[config.mk]
export PLATFORM = sky130hd
export DESIGN_NAME = condlogic_mc
export DESIGN_NICKNAME = d
export VERILOG_FILES = /design/src/rtl/cond_pkg.sv /design/src/rtl/cond_check.sv /design/src/rtl/condlogic_mc.sv
export SDC_FILE = /design/constraint.sdc
export NUM_CORES = 1
export LEC_CHECK = 0
export ABC_AREA = 1
export BUFFER_PORTS_ARGS = -buffer_cell sky130_fd_sc_hd__buf_4
export CAP_MARGIN = 20
export CORE_AREA = 2 2 39 41
export CTS_CLUSTER_DIAMETER = 120
export CTS_CLUSTER_SIZE = 24
export DETAILED_ROUTE_END_ITERATION = 12
export DIE_AREA = 0 0 41 43
export PLACE_DENSITY = 0.69
export SYNTH_ARGS = -nofsm -noshare
export SYNTH_HDL_FRONTEND = slang
export SYNTH_SLANG_ARGS = --single-unit
[constraint.sdc]
create_clock -name clk -period 2.8 [get_ports clk]
set_input_delay 0.42 -clock clk [delete_from_list [all_inputs] [get_ports clk]]
set_output_delay 0.42 -clock clk [all_outputs]
set_load 0.02 [all_outputs]
[src/rtl/cond_pkg.sv]
// Condition-code encodings and NZCV flag bit positions shared by the
// condition evaluator and the control logic that consumes it.
package cond_pkg;

    localparam logic [3:0] COND_EQ = 4'b0000;
    localparam logic [3:0] COND_NE = 4'b0001;
    localparam logic [3:0] COND_CS = 4'b0010;
    localparam logic [3:0] COND_CC = 4'b0011;
    localparam logic [3:0] COND_MI = 4'b0100;
    localparam logic [3:0] COND_PL = 4'b0101;
    localparam logic [3:0] COND_VS = 4'b0110;
    localparam logic [3:0] COND_VC = 4'b0111;
    localparam logic [3:0] COND_HI = 4'b1000;
    localparam logic [3:0] COND_LS = 4'b1001;
    localparam logic [3:0] COND_GE = 4'b1010;
    localparam logic [3:0] COND_LT = 4'b1011;
    localparam logic [3:0] COND_GT = 4'b1100;
    localparam logic [3:0] COND_LE = 4'b1101;
    localparam logic [3:0] COND_AL = 4'b1110;
    localparam logic [3:0] COND_NV = 4'b1111;

    localparam int unsigned FLAG_N = 3;
    localparam int unsigned FLAG_Z = 2;
    localparam int unsigned FLAG_C = 1;
    localparam int unsigned FLAG_V = 0;

endpackage

[src/rtl/cond_check.sv]
// Purely combinational evaluation of a 4-bit condition field against {N,Z,C,V}.
module cond_check
    import cond_pkg::*;
(
    input  logic [3:0] Cond,
    input  logic [3:0] Flags,
    output logic       CondEx
);

    logic n, z, c, v;

    assign n = Flags[FLAG_N];
    assign z = Flags[FLAG_Z];
    assign c = Flags[FLAG_C];
    assign v = Flags[FLAG_V];

    always_comb begin
        CondEx = 1'b1;
        case (Cond)
            COND_EQ: CondEx = z;
            COND_NE: CondEx = !z;
            COND_CS: CondEx = c;
            COND_CC: CondEx = !c;
            COND_MI: CondEx = n;
            COND_PL: CondEx = !n;
            COND_VS: CondEx = v;
            COND_VC: CondEx = !v;
            COND_HI: CondEx = c && !z;
            COND_LS: CondEx = !c || z;
            COND_GE: CondEx = (n == v);
            COND_LT: CondEx = (n != v);
            COND_GT: CondEx = !z && (n == v);
            COND_LE: CondEx = z || (n != v);
            // 1111 has no special meaning here; it executes like AL
            default: CondEx = 1'b1;
        endcase
    end

endmodule

[src/rtl/condlogic_mc.sv]
// Multi-cycle condition unit: NZCV flag register, latched condition result,
// and gating of the control FSM's PC/register/memory write strobes.
module condlogic_mc
    import cond_pkg::*;
#(
    parameter int FLAGW_W = 2
) (
    input  logic               clk,
    input  logic               reset,
    input  logic [3:0]         Cond,
    input  logic [3:0]         ALUFlags,
    input  logic               ALUValid,
    input  logic [FLAGW_W-1:0] FlagW,
    input  logic               CondLatch,
    input  logic               PCS,
    input  logic               NextPC,
    input  logic               RegW,
    input  logic               MemW,
    input  logic               NoWrite,
    output logic               PCWrite,
    output logic               RegWrite,
    output logic               MemWrite,
    output logic [3:0]         Flags,
    output logic               CondExQ
);

    logic cond_ex;

    cond_check u_cond_check (
        .Cond   (Cond),
        .Flags  (Flags),
        .CondEx (cond_ex)
    );

    // Both updates sample the pre-edge CondExQ/Flags, so a latch and a flag
    // write on the same edge never see each other's new value.
    always_ff @(posedge clk) begin
        if (!reset) begin
            Flags   <= 4'b0000;
            CondExQ <= 1'b0;
        end else begin
            if (CondLatch)
                CondExQ <= cond_ex;
            if (ALUValid && CondExQ) begin
                if (FlagW[1]) begin
                    Flags[FLAG_N] <= ALUFlags[FLAG_N];
                    Flags[FLAG_Z] <= ALUFlags[FLAG_Z];
                end
                if (FlagW[0]) begin
                    Flags[FLAG_C] <= ALUFlags[FLAG_C];
                    Flags[FLAG_V] <= ALUFlags[FLAG_V];
                end
            end
        end
    end

    assign PCWrite  = NextPC | (PCS & CondExQ);
    assign RegWrite = RegW & CondExQ & !NoWrite;
    assign MemWrite = MemW & CondExQ;

endmodule
### Yosys cells after proc, flatten, opt, wreduce, memory -nomap -nowiden

Cells that the tools add are included.

* equality and inequality tests: 15
* multiplexer cells: 1
* bitwise logic cells: 5
* reductions and logical operators: 13

Operator list (count)
* $eq 4x4->1 const B: 6
* $eq 4x3->1 const B: 4
* $pmux 1 s14: 1
* $eq 4x2->1 const B: 2
* $logic_not 1->1: 5
* $and 1x1->1: 4
* $eq 4x1->1 const B: 1
* $logic_not 4->1: 1
* $reduce_and 2->1: 2
* $logic_and 1x1->1: 3
* $logic_or 1x1->1: 2
* $eq 1x1->1: 1
* $ne 1x1->1: 1
* $or 1x1->1: 1

* register bits after elaboration: 5
* input bits: 19
* output and inout bits: 8
* word-level logic and storage cells: 37

### Longest topological paths before layout

* depth after elaboration: 3
* mapped depth: 8
* depth with buffers taken out: 8

### By module

From an unflattened synthesis, not the netlist that was laid out.

* cell total of the unflattened synthesis: 85
* area, all modules: 437.9 µm²

By module, submodules not included
* condlogic_mc: times used 1, cells each 35, area each 232.7 µm², sequential area each 100.1 µm²
* cond_check: times used 1, cells each 50, area each 205.2 µm², sequential area each 0.0 µm²

### Worst setup path before layout

No wires, ideal clock.

* kind: register to output
* start: register CondExQ
* end: output RegWrite
* arrival: 0.865 ns
* required time: 2.380 ns
* setup slack: 1.515 ns
* cell stages (with the launch flop): 3
* path buffers: 0
* cells stage by stage: dfxtp_1 > nand2_1 > nor2_1

* word-level cells in the longest chain between the ends: 2

RTL lines
* start, declared: line condlogic_mc.sv:24 `output logic CondExQ`
* start signal, assigned: line condlogic_mc.sv:43 `CondExQ <= cond_ex;`
* $and 1x1->1 (2 in series): line condlogic_mc.sv:58 `assign RegWrite = RegW & CondExQ & !NoWrite;`
* end, declared: line condlogic_mc.sv:21 `output logic RegWrite,`

No other way between the ends.

### Final worst setup path

Ends and elaborated chain as after synthesis.

==> impl_metrics.ini <==
[sta]
hold_violations = 0
timing.hold.ws_ps = 456
fin_skew_ps = 1.16
relSlewSlack_pct = 86.0
tns_ps = 0
finalCritPeriodShare_pct = 49.8
setup_viol = 0
drv_slew = 0
fmax_ghz = 0.717
period_minus_slack_ps = 1390
rsz0062_at_grt = false
fin_ws_ps = 1410
worst_pin_slew_ps = 210

[die]
die_w_um = 41
die_h_um = 43
core_region_area_sq_um = 1380
num_io_pins = 27
start_util_pct = 27.0
fp.dieArea_sq_um = 1760
rows = 14

[worst_setup_path]
crit_chain = nand2_1, nor2_1, buf_4
cp_num_cells = 3
crit_family = flip-flops
worstPathMaxFanout = 7
max_stage_delay_ps = 420
r2r_setup_slack_ps = 1740
worst_path_max_delay_cell = dfxtp_1
r2r-start = Flags[3]
endpoint_kind = output port
critPathBufInv = 1
crit_required_ps = 2380
worstSetupStartpointType = register
critPathKind = register to output port
arrival_ps = 970
ff2ff_path_depth = 7
worstReg2RegEnd = CondExQ

[cts]
clk_latency_ps = 240
root_buffer = clkbuf_4
h-tree-depth = 1
cts_buffer_depth = 2
clk_pin_slew_worst_paths_ps = 40
ctsResizeCount = 0
cts_setup_buffers = 0
cts_tree = yes
cts_made_buffers = 3
cts_num_sinks = 5
postCtsHoldBufs = 0

[grt]
grt_usage_pct = 15.1
gr-total-overflow = 0
grt_use_met3_pct = 3.14
grt_pass1_wl_um = 1830
grtUsageMet1_pct = 17.5
met2_usage_pct = 23.4
grt_max_degree = 8
grt_pass1_vias = 512
antenna_found_initial = 0
busiest_layer = met2

[layout]
final_cells = 115
drive_gt1_share_pct = 29.3
utilization_pct = 44.5
syn2layout_area_growth_pct = 64.5
layout.nets = 119
antenna_cells = 0
final_area_sq_um = 616

[run_status]
status = finished, final reports clean

[pwr]
power_switching_share_pct = 29.0
peakVddDrop_v = 0.000197
p_int_mw = 0.163
combPwrFrac_pct = 28.5
pwr-share-clk_pct = 36.8
p_sw_mw = 0.0665
leakage_nw = 0.334
power_mw = 0.229
p_per_area_nw_per_um2 = 372
pwr-share-seq_pct = 34.8

[synth]
synth_top_area_share_pct = 26.8
synth_top_area_cell = dfxtp_1
synth_cells = 69
ys_types = 9
yosysWarningCount = 0
synth_area_sq_um = 374
syn_area_per_cell_sq_um = 5.42
syn_nets = 88
synth_area_leaders = dfxtp_1 27%, nand2_1 22%, a21oi_1 11%, nand3_1 11%, inv_1 10%
ys_seq_area_share_pct = 26.8
synth-seq-cells = 5

[place]
dp.final_hpwl_um = 884
gp_congestion = 0.770
placedCellCount = 111
io_buffers = 26
pre_cts_ws_ps = 1540
placed_cell_area_sq_um = 589

[drt]
wl_per_cell_um = 8.99
routed_via_density = 4.70
wirelength_um = 1030
drcViolationCount = 0
ant_nets = 0
vias = 540
drtIter0Drc = 2
firstDrtPassIters = 4

[min_path]
worstHoldStart = reset
hold_path.class = primary input to register
hold_path_depth = 3
hold_path_end = Flags[2]

[run]
maxCapViolCount = 0
## cells in the mapped netlist (all sizes together)
cell type  instances
nor3               2
nand2             22
a21o               1
dfxtp              5
o21ai              6
a21oi              8
nor2               7
inv               10
nand3              8
## state kept, by name (all words and copies together), names as in the netlist
| name | flops |
|---|---|
| CondExQ | 1 |
| Flags | 4 |
## cells by family (layout without fill, tap and decap cells)
group           after synthesis  count (layout)  synth area share (%)
buf+inv                      10              40                  10.0
flops                         5               5                  26.8
compound gates               15              15                  20.7
simple gates                 39              39                  42.5
## area by class of cell
| cell class | instances | area [sq um] |
|---|---|---|
| Clock buffer | 4 | 26.3 |
| Fill cell | 158 | 768 |
| Inverter | 10 | 37.5 |
| Multi-Input combinational cell | 54 | 236 |
| Sequential cell | 5 | 100 |
| Tap cell | 16 | 20.0 |
| Timing Repair Buffer | 26 | 195 |
## worst min-delay path, stage by stage
cell	delay, ps
buf_4	120
o21ai_0	70
a21oi_1	40
## placed cells by master (no fill, tap or decap), drive strengths merged
cell / instances
nand3: 8
a21o: 1
nor2: 7
a21oi: 8
buf: 26
nor3: 2
dfxtp: 5
nand2: 22
o21ai: 6
inv: 10
clkbuf: 4
## how the worst max path moves through the flow
stage	start	end	slack (ps)
after floorplan	CondExQ	RegWrite	1510
after global placement	PCS	PCWrite	1550
after detailed placement	PCS	PCWrite	1540
after CTS	CondExQ	RegWrite	1380
after global routing	CondExQ	RegWrite	1240
final	CondExQ	RegWrite	1410
## layer usage
layer  share of wire, %  wire (um)
met2                 51        525
met5                  0          0
met1                 41        425
met3                7.0         72
met4                1.1         11
## power by group through the flow
stage                     Sequential [mW]  Clock [mW]  Combinational [mW]
after global placement             0.0809           0              0.0647
after detailed placement           0.0810           0              0.0655
after global routing               0.0805      0.0935              0.0732
final                              0.0796      0.0842              0.0652
after floorplan                    0.0844           0              0.0257
after CTS                          0.0798      0.0882              0.0658
Note: power is estimated with default switching activity, not from simulation.
